==> src/rtl/fifo_wr_agent.sv <==
// Write-side FIFO traffic agent: emits NUM_BURSTS bursts of BURST_LEN sequential
// words starting at SEED, honouring wfull back-pressure and reporting stall statistics.
module fifo_wr_agent #(
  parameter int          DATA_WIDTH = 8,
  parameter int          BURST_LEN  = 4,
  parameter int          GAP_CYCLES = 3,
  parameter int          NUM_BURSTS = 2,
  parameter int unsigned SEED       = 8'h10
) (
  input  logic                  sys_wclk,
  input  logic                  sys_rst,
  input  logic                  start,
  input  logic                  wfull,
  output logic                  wen,
  output logic [DATA_WIDTH-1:0] wdata,
  output logic                  busy,
  output logic                  done,
  output logic [15:0]           words_sent,
  output logic [15:0]           stall_cycles
);

  typedef enum logic [1:0] {IDLE, BURST, GAP, DONE} state_t;

  localparam logic [DATA_WIDTH-1:0] SEED_W     = DATA_WIDTH'(SEED);
  localparam logic [15:0]           LAST_WORD  = 16'(BURST_LEN - 1);
  localparam logic [15:0]           LAST_BURST = 16'(NUM_BURSTS - 1);
  localparam logic [31:0]           LAST_GAP   = 32'(GAP_CYCLES - 1);

  state_t      state_reg;
  logic [15:0] word_cnt_reg;
  logic [15:0] burst_cnt_reg;
  logic [31:0] gap_cnt_reg;

  always_ff @(posedge sys_wclk or posedge sys_rst) begin
    if (sys_rst) begin
      state_reg     <= IDLE;
      word_cnt_reg  <= '0;
      burst_cnt_reg <= '0;
      gap_cnt_reg   <= '0;
      wen           <= 1'b0;
      wdata         <= '0;
      busy          <= 1'b0;
      done          <= 1'b0;
      words_sent    <= '0;
      stall_cycles  <= '0;
    end else begin
      case (state_reg)
        IDLE, DONE: begin
          if (start) begin
            state_reg     <= BURST;
            word_cnt_reg  <= '0;
            burst_cnt_reg <= '0;
            gap_cnt_reg   <= '0;
            wen           <= 1'b1;
            wdata         <= SEED_W;
            busy          <= 1'b1;
            done          <= 1'b0;
            words_sent    <= '0;
            stall_cycles  <= '0;
          end
        end
        BURST: begin
          if (wen && !wfull) begin
            words_sent <= words_sent + 16'd1;
            wdata      <= wdata + DATA_WIDTH'(1);
            if (word_cnt_reg == LAST_WORD) begin
              word_cnt_reg <= '0;
              wen          <= 1'b0;
              if (burst_cnt_reg == LAST_BURST) begin
                state_reg <= DONE;
                busy      <= 1'b0;
                done      <= 1'b1;
              end else begin
                burst_cnt_reg <= burst_cnt_reg + 16'd1;
                gap_cnt_reg   <= '0;
                state_reg     <= GAP;
              end
            end else begin
              word_cnt_reg <= word_cnt_reg + 16'd1;
            end
          end else if (wen && wfull) begin
            // Stall: hold the word on the bus; the counter sticks at its maximum.
            if (stall_cycles != 16'hFFFF)
              stall_cycles <= stall_cycles + 16'd1;
          end
        end
        GAP: begin
          if (gap_cnt_reg == LAST_GAP) begin
            gap_cnt_reg <= '0;
            wen         <= 1'b1;
            state_reg   <= BURST;
          end else begin
            gap_cnt_reg <= gap_cnt_reg + 32'd1;
          end
        end
        default: state_reg <= IDLE;
      endcase
    end
  end

endmodule

==> config.mk <==
export PLATFORM = sky130hd
export DESIGN_NAME = fifo_wr_agent
export DESIGN_NICKNAME = d
export VERILOG_FILES = /design/src/rtl/fifo_wr_agent.sv
export SDC_FILE = /design/constraint.sdc
export NUM_CORES = 1
export LEC_CHECK = 0
export CAP_MARGIN = 40
export CORE_MARGIN = 2
export CORE_UTILIZATION = 45
export CTS_BUF_LIST = sky130_fd_sc_hd__clkbuf_16
export CTS_CLUSTER_SIZE = 8
export DETAILED_ROUTE_END_ITERATION = 7
export GPL_TIMING_DRIVEN = 0
export PLACE_DENSITY = 0.71
export SLEW_MARGIN = 20
export SYNTH_ARGS = -nofsm -noshare
export SYNTH_HDL_FRONTEND = slang
export SYNTH_SLANG_ARGS = --single-unit
==> constraint.sdc <==
create_clock -name sys_wclk -period 3.8 [get_ports sys_wclk]
set_input_delay 0.57 -clock sys_wclk [delete_from_list [all_inputs] [get_ports sys_wclk]]
set_output_delay 0.57 -clock sys_wclk [all_outputs]
set_load 0.01 [all_outputs]
==> flow_summary.json, run 1 <==
{
  "status": "finished clean",
  "wire_per_inst_um": 17.51,
  "clk-insertion-delay-late_ps": 360,
  "crit_start": "state_reg[0]",
  "drc": 0,
  "finalSetupViolCount": 0,
  "synth_compound_area_share_pct": 18.59,
  "crit_type": "reg2reg",
  "overflow": 0,
  "synthToLayoutAreaGrowth_pct": 16.88,
  "portBuffers": 46,
  "netlist.area_leader.share_pct": 43.54,
  "fin_util_pct": 53.37,
  "finalWorstSetupSlack_ps": 1206,
  "max_freq_ghz": 0.3855,
  "worst_slew_pin_slew_ps": 681.6,
  "preCtsSetupSlack_ps": 905.0,
  "worstPathRequired_ps": 4070,
  "drt_iter0_markers": 379,
  "hold_viol": 0,
  "io_pins": 47,
  "holdWs_ps": 518.8,
  "vias": 5671,
  "critPathArrivalTime_ps": 2870,
  "rows": 43,
  "synthAdderAreaFrac_pct": 2.197,
  "synthSimpleGateAreaFrac_pct": 27.12,
  "synth_seq_cells": 109,
  "finClkSkew_ps": 10.03,
  "nNetsFinal": 757,
  "start_util_pct": 45.66,
  "die_height_um": 122.0,
  "synth_cell_types": 75,
  "numClockSinks": 109,
  "ant_nets": 0,
  "gp_congestion": 0.8980,
  "placed_cell_area_um2": 6983,
  "min_period_over_period_pct": 68.27,
  "yosysSeqAreaShare_pct": 43.54,
  "synth_top_family_by_area": "simple AND/OR/NAND/NOR gates",
  "endpoint_kind": "register",
  "num_antenna_cells": 0,
  "h-tree-depth": 3,
  "cp_max_fo": 10,
  "antenna_found_initial": 0,
  "clockBufferDepth": 2,
  "synth_top_area_cell": "dfrtp_1",
  "hpwlAfterDp_um": 11460,
  "reg2reg_from": "state_reg[0]",
  "cts_buffers": 9,
  "synthMuxAreaShare_pct": 0.3595,
  "avgSynthCellArea_um2": 9.159,
  "power.density_nw_per_um2": 543.5,
  "routed_wl_um": 16230,
  "die-area_um2": 14880,
  "n_fill_cell": 1275,
  "async_flop_share_pct": 100.0,
  "cts-hold-fix-buffers": 0,
  "core-area_um2": 13720,
  "syn_nets": 699,
  "die_w_um": 122.0,
  "yosys.area_share.xor_xnor_pct": 3.775,
  "synth-edff-count": 0,
  "drive_above_1_share_pct": 8.300,
  "ff2ff_path_depth": 8,
  "dr.pass1.iters": 5,
  "r2r_end": "burst_cnt_reg[12]",
  "grt_pass1_wl_um": 27450,
  "hold_start": "stall_cycles[13]",
  "hold_depth": 1,
  "syn_inst": 684,
  "post_cts_buffers": 0,
  "design_area_um2": 7322,
  "syn-cell-area_um2": 6265,
  "endpoint": "burst_cnt_reg[12]",
  "vias_per_cell": 6.118,
  "relSlewSlack_pct": 54.52,
  "rrSetupSlack_ps": 1210,
  "start_kind": "register",
  "grt_pass1_vias": 5583,
  "synth_area_leaders": "dfrtp_1, nand2_1, nor2_1, nand3_1, xnor2_1",
  "min_period_ps": 2594,
  "p_leak_uw": 0.002843,
  "ir_worst_vdd_uv": 347.7,
  "clk_pin_slew_ps": 80,
  "rsz0062_at_grt": "false",
  "cts_root_buf": "clkbuf_16",
  "post_cts_resized": 0,
  "ys_warn_count": 0,
  "synth_ff_type": "dfrtp_1",
  "grt_usage_pct": 22.94,
  "grt_start_max_net_pins": 71,
  "min_path_type": "reg2reg",
  "largest_reg_flops": 32,
  "max_cap_viol_count": 0,
  "cts_tree": "yes",
  "slew_violations": 0
}
## Yosys cell counts, types with 13 or more instances
cell	number
inv_1	24
nand4_1	25
o21ai_1	27
o21ai_0	31
nor2_1	53
xnor2_1	20
clkbuf_1	13
dfrtp_1	109
nand2_1	70
a21oi_1	19
a22o_1	13
nand3_1	36
nor4_1	21
nor3_1	28
## per-stage QoR
step	total power (µW)	std cells	setup TNS, ps
after global placement	2850	910	-141260
after floorplan	2392	684	0
final	3979	927	0
after detailed placement	2904	911	0
after global routing	4212	927	0
after CTS	3981	927	0
## final cells by class
class / instances / area (µm²) / share of cell area (%)
sequential: 109 / 2728 / 37.25
tap: 180 / 225.2 / 3.076
inverter: 25 / 100.1 / 1.367
buffer: 31 / 181.4 / 2.478
clock inverter: 7 / 113.9 / 1.555
multi-input combinational: 519 / 3261 / 44.53
clock buffer: 9 / 225.2 / 3.076
timing repair buffer: 47 / 488.0 / 6.664
## layer usage
layer	vias up	wire length [µm]	global-route usage, %
met2	193	7820	37.78
met3	23	869	4.682
li1	2674	-	-
met1	2781	7238	30.52
met5	-	0	0
met4	0	302	6.968
## kinds of logic (layout without fill, tap and decap cells)
kind of cell / count (synthesis) / count (layout)
and+or+nand+nor: 309 / 309
AOI/OAI and AO/OA: 170 / 170
DFF: 109 / 109
buffers and inverters: 56 / 119
xor gates and xnor gates: 27 / 27
adders and majority gates: 11 / 11
muxes: 2 / 2
## report_power, final
part	internal (µW)	leakage [µW]	total, µW	switching (µW)
logic	480	0.00118	1550	1070
registers	1250	0.00149	1360	111
clock network	595	0.000165	1070	474
## cell usage in the layout (no fill, tap or decap), types with 11 or more instances in the layout
cell type,synthesis,routed
clkbuf_1,13,13
nand2_1,70,70
and3_1,11,11
o21ai_1,27,27
inv_1,24,23
xnor2_1,20,20
clkdlybuf4s50_1,0,46
a22o_1,13,13
nor3_1,28,28
o21ai_0,31,31
or3_1,12,12
nand4_1,25,25
dfrtp_1,109,109
nor2_1,53,53
nand3_1,36,36
nor4_1,21,21
ha_1,11,11
a21oi_1,19,19
a31oi_1,12,12
o31ai_1,12,12
## how the worst min path moves through the flow
stage | endpoint | slack, ps
after floorplan | word_cnt_reg[1] | 480
final | stall_cycles[13] | 520
after global routing | stall_cycles[13] | 530
after CTS | stall_cycles[13] | 520
after global placement | burst_cnt_reg[5] | 500
after detailed placement | stall_cycles[13] | 500
## worst max-delay path, cell delays in order, from the launching register on
cell and delay [ps]:
dfrtp_1 380, inv_1 80, ha_1 350, nand2b_1 270, o211ai_2 330, nor4_4 600
buf_4 270, nand2_1 60, a31oi_1 170
Power figures use the tool's default switching activity.
==> run 2: changes to the inputs <==
--- a/config.mk
+++ b/config.mk
@@ -12,7 +12,7 @@
 export CTS_CLUSTER_SIZE = 8
 export DETAILED_ROUTE_END_ITERATION = 7
 export GPL_TIMING_DRIVEN = 0
-export PLACE_DENSITY = 0.71
+export PLACE_DENSITY = 0.73
 export SLEW_MARGIN = 20
 export SYNTH_ARGS = -nofsm -noshare
 export SYNTH_HDL_FRONTEND = slang
==> constraint.sdc (replaced) <==
create_clock -name sys_wclk -period 2.35 [get_ports sys_wclk]
set_input_delay 0.3525 -clock sys_wclk [delete_from_list [all_inputs] [get_ports sys_wclk]]
set_output_delay 0.3525 -clock sys_wclk [all_outputs]
set_load 0.01 [all_outputs]
==> flow_summary.json, run 2 (synthesis results as in run 1) <==
{
  "hold_viol": 0,
  "fin_util_pct": 54.72,
  "worst_slew_pin_slew_ps": 687.4,
  "die-area_um2": 14880,
  "pwr-share-clk_pct": 22.4,
  "finClkSkew_ps": 11.26,
  "crit_start": "state_reg[0]",
  "cts_tree": "yes",
  "routed_wl_um": 16300,
  "status": "finished clean",
  "switchingPower_uw": 2678,
  "ff2ff_path_depth": 8,
  "numClockSinks": 109,
  "clk_pin_slew_ps": 80,
  "nNetsFinal": 770,
  "min_period_ps": 2260,
  "finalWorstSetupSlack_ps": 90.04,
  "die_w_um": 122.0,
  "fin_cells": 940,
  "placed_cell_area_um2": 7014,
  "worstPathRequired_ps": 2630,
  "vias_per_cell": 6.094,
  "rows": 43,
  "endpoint": "word_cnt_reg[14]",
  "drive_above_1_share_pct": 11.84,
  "comb_power_share_pct": 43.3,
  "h-tree-depth": 3,
  "p_leak_uw": 0.002938,
  "max_freq_ghz": 0.4425,
  "power.density_nw_per_um2": 852.4,
  "internal_power_uw": 3721,
  "critPathArrivalTime_ps": 2540,
  "drc": 0,
  "cts-hold-fix-buffers": 0,
  "slew_violations": 0,
  "rrSetupSlack_ps": 90,
  "hpwlAfterDp_um": 11370,
  "largest_reg_flops": 32,
  "grt_pass1_vias": 5454,
  "vias": 5728,
  "ir_worst_vdd_uv": 572.5,
  "cp_max_fo": 7,
  "drt_iter0_markers": 405,
  "grt_start_max_net_pins": 35,
  "preCtsSetupSlack_ps": -299.9,
  "layout_common_cells": "dfrtp_1, nand2_1, nor2_1",
  "dr.pass1.iters": 5,
  "ant_nets": 0,
  "die_height_um": 122.0,
  "seqPwrFrac_pct": 34.3,
  "cts_buffers": 9,
  "grt_pass1_wl_um": 27280,
  "design_area_um2": 7507,
  "reg2reg_from": "state_reg[0]",
  "wire_per_inst_um": 17.34,
  "rsz0062_at_grt": "true",
  "overflow": 0,
  "finalSetupViolCount": 0,
  "final_common_cell": "dfrtp_1",
  "clk-insertion-delay-late_ps": 360,
  "gp_congestion": 0.9058,
  "core-area_um2": 13720,
  "holdWs_ps": 388.0,
  "synthToLayoutAreaGrowth_pct": 19.83,
  "placed_cells": 913,
  "clockBufferDepth": 2,
  "r2r_end": "word_cnt_reg[14]",
  "min_period_over_period_pct": 96.17,
  "grt_usage_pct": 22.81,
  "swShare_pct": 41.86,
  "io_pins": 47,
  "portBuffers": 46,
  "max_cap_viol_count": 0,
  "relSlewSlack_pct": 53.97,
  "crit_type": "reg2reg",
  "n_fill_cell": 1222,
  "start_util_pct": 45.66,
  "num_antenna_cells": 0,
  "min_path_type": "in2async",
  "endpoint_kind": "register",
  "start_kind": "register",
  "cts_root_buf": "clkbuf_16",
  "antenna_found_initial": 0
}
[run 2: worst min-delay path by stage]
stage	to	slack [ps]	cells past startpoint
finish	stall_cycles[4]	390	2
global route	stall_cycles[4]	440	2
CTS	stall_cycles[9]	400	2
detailed placement	word_cnt_reg[0]	520	1
global placement	word_cnt_reg[1]	500	2
floorplan	word_cnt_reg[1]	480	2
[run 2: per-layer routing]
| metal | track usage, % | wire, µm |
|---|---|---|
| met2 | 36.84 | 7919 |
| met4 | 5.747 | 214 |
| met3 | 5.009 | 872 |
| met1 | 31.28 | 7296 |
| met5 | 0 | 0 |
[run 2: power groups by stage]
stage / Clock [µW] / Sequential, µW / Combinational, µW
floorplan: 0 / 2210 / 1660
global placement: 0 / 2220 / 2380
detailed placement: 0 / 2220 / 2450
CTS: 1470 / 2190 / 2570
global route: 1540 / 2220 / 3020
finish: 1430 / 2200 / 2770
[run 2: per-stage QoR]
step / TNS [ps] / total power [µW]
after CTS: 0 / 6231
after floorplan: 0 / 3869
after global routing: -33.22 / 6784
final: 0 / 6399
after detailed placement: -9350 / 4677
after global placement: -48450 / 4595
[run 2: worst max-delay path, cell delays in order (launching register included)]
cell	delay, ps
dfrtp_1	370
inv_1	70
ha_1	340
nand2b_2	180
o2111ai_4	180
or3_1	380
buf_2	170
or3_1	350
a21oi_1	140
[run 2: area by class of cell]
class | instances | area, µm² | area share, %
plain buffers | 30 | 212.7 | 2.833
clock buffers | 9 | 225.2 | 3.000
inverters | 25 | 102.6 | 1.367
clock inverters | 7 | 45.04 | 0.6000
well taps | 180 | 225.2 | 3.000
multi-input cells | 519 | 3357 | 44.72
repair buffers | 61 | 610.6 | 8.133
flip-flops and latches | 109 | 2729 | 36.35
[run 2: repair_timing]
action	CTS	global route
gates resized for setup	14	23
buffers inserted	2	10
setup endpoints to repair	61	73
pin swaps	2	6
==> run 3: changes to the inputs <==
--- a/config.mk
+++ b/config.mk
@@ -6,6 +6,7 @@
 export NUM_CORES = 1
 export LEC_CHECK = 0
 export CAP_MARGIN = 40
+export CORE_ASPECT_RATIO = 1.1
 export CORE_MARGIN = 2
 export CORE_UTILIZATION = 45
 export CTS_BUF_LIST = sky130_fd_sc_hd__clkbuf_16
==> flow_summary.json, run 3 (synthesis results as in run 1) <==
{
  "endpoint_kind": "register",
  "path_cells": "ha_1 > nor4b_2 > nand4_1 > buf_4 > nor4_4 > buf_4 > a41oi_1 > a31oi_1",
  "cp_slowest_stage_delay_ps": 430,
  "slew_violations": 0,
  "clockBufferDepth": 2,
  "rsz0062_at_grt": "true",
  "cts_buffers": 9,
  "num_antenna_cells": 0,
  "clk_pin_slew_ps": 80,
  "fin_setup_tns_ps": 0,
  "cp_max_fo": 6,
  "cp_slowest_cell": "nor4_4",
  "hold_viol": 0,
  "wire_per_inst_um": 17.11,
  "worstPathRequired_ps": 2620,
  "grt_usage_pct": 22.85,
  "finClkSkew_ps": 11.80,
  "fin_cells": 953,
  "drt_iter0_markers": 408,
  "ff2ff_path_depth": 8,
  "min_period_ps": 2295,
  "h-tree-depth": 3,
  "grt_start_max_net_pins": 33,
  "max_freq_ghz": 0.4357,
  "hpwlAfterDp_um": 11350,
  "n_fill_cell": 1240,
  "cts_tree": "yes",
  "max_cap_viol_count": 0,
  "ir_worst_vdd_uv": 612.8,
  "dr.pass1.iters": 4,
  "power.density_nw_per_um2": 855.6,
  "layout_common_cells": "dfrtp_1, nand2_1, nor2_1",
  "nNetsFinal": 775,
  "clk-insertion-delay-late_ps": 360,
  "cpMostUsedCell": "buf_4",
  "numClockSinks": 109,
  "placed_cells": 921,
  "antenna_found_initial": 0,
  "relSlewSlack_pct": 58.40,
  "min_path_type": "in2async",
  "die_height_um": 127.8,
  "worst_slew_pin_slew_ps": 623.3,
  "die-area_um2": 14880,
  "min_period_over_period_pct": 97.67,
  "p_leak_uw": 0.002966,
  "vias": 5767,
  "vias_per_cell": 6.051,
  "start_util_pct": 45.79,
  "start_kind": "register",
  "portBuffers": 46,
  "ant_nets": 0,
  "cts_root_buf": "clkbuf_16",
  "final_common_cell": "dfrtp_1",
  "crit_type": "reg2reg",
  "io_pins": 47,
  "status": "finished clean",
  "finalSetupViolCount": 0,
  "grt_pass1_vias": 5556,
  "overflow": 0,
  "grt_pass1_wl_um": 27210,
  "largest_reg_flops": 32,
  "drc": 0,
  "drive_above_1_share_pct": 13.33,
  "die_w_um": 116.5,
  "synthToLayoutAreaGrowth_pct": 20.67,
  "gp_congestion": 0.8928,
  "routed_wl_um": 16300,
  "rows": 45,
  "critPathArrivalTime_ps": 2570,
  "core-area_um2": 13680
}
==> run 3: changes by cell type in the layout (fill, tap and decap cells not counted), sizes merged <==
cell | before | now
buf | 28 | 32
clkinvlp | 2 | 3
clkinv | 3 | 4
inv | 27 | 25
clkbuf | 26 | 27
==> run 3: what timing repair did <==
action | CTS | global route
hold endpoints to repair | 0 | 0
hold buffers | 0 | 0
endpoints found under the setup margin | 65 | 75
buffers inserted | 2 | 15
pin swaps | 1 | 5
resized for setup | 13 | 32
==> run 3: final timing paths <==
path	slack [ps]	start	endpoint
worst min register to register	520	stall_cycles[10]	stall_cycles[10]
max in group asynchronous	1180	sys_rst	wdata[4]
worst min-delay path	400	sys_rst	burst_cnt_reg[3]
min in group sys_wclk	520	stall_cycles[10]	stall_cycles[10]
worst max register to register	50	word_cnt_reg[0]	burst_cnt_reg[11]
worst max-delay path	50	word_cnt_reg[0]	burst_cnt_reg[11]
==> run 3: final cells by class <==
class                   instances  area [µm²]  share of cell area [%]
inverters                      25       105.1                   1.390
well taps                     188       235.2                   3.112
clock buffers                   9       225.2                   2.979
flip-flops and latches        109        2730                   36.11
multi-input cells             519        3368                   44.55
repair buffers                 66       648.1                   8.573
plain buffers                  30       206.4                   2.731
clock inverters                 7       41.29                  0.5462
==> run 3: critical path, delay by kind of cell, from the launching register on <==
| family | cells | cell delay [ps] |
|---|---|---|
| adder cells (fa/ha/maj) | 1 | 260 |
| AND/OR/NAND/NOR | 3 | 830 |
| buffers and inverters | 2 | 380 |
| AO/OA/AOI/OAI | 2 | 350 |
| flip-flops | 1 | 390 |
==> run 3: per-stage QoR <==
stage / instance area [µm²] / util, % / setup WS, ps / total power (µW) / hold slack, ps
2_1_floorplan: 6269 / - / 213.6 / 3869 / 475.2
3_3_place_gp: 6964 / 50.90 / -413.9 / 4620 / 494.7
3_5_place_dp: 7024 / 51.34 / -291.9 / 4716 / 507.9
4_1_cts: 7355 / 53.75 / -11.11 / 6251 / 419.2
5_1_grt: 7560 / 55.25 / -7.666 / 6849 / 461.8
6_report: 7560 / 55.25 / 54.80 / 6468 / 400.0
==> run 3: layer usage <==
| layer | track usage, % | share of wire, % |
|---|---|---|
| met4 | 8.333 | 2.0 |
| met3 | 3.924 | 4.9 |
| met5 | 0 | 0 |
| met2 | 37.48 | 50 |
| met1 | 30.34 | 43 |
==> run 3: power by group <==
group / internal [µW] / switching (µW) / total, µW
Sequential: 2020 / 184 / 2200
Clock: 712 / 719 / 1430
Combinational: 1010 / 1830 / 2840
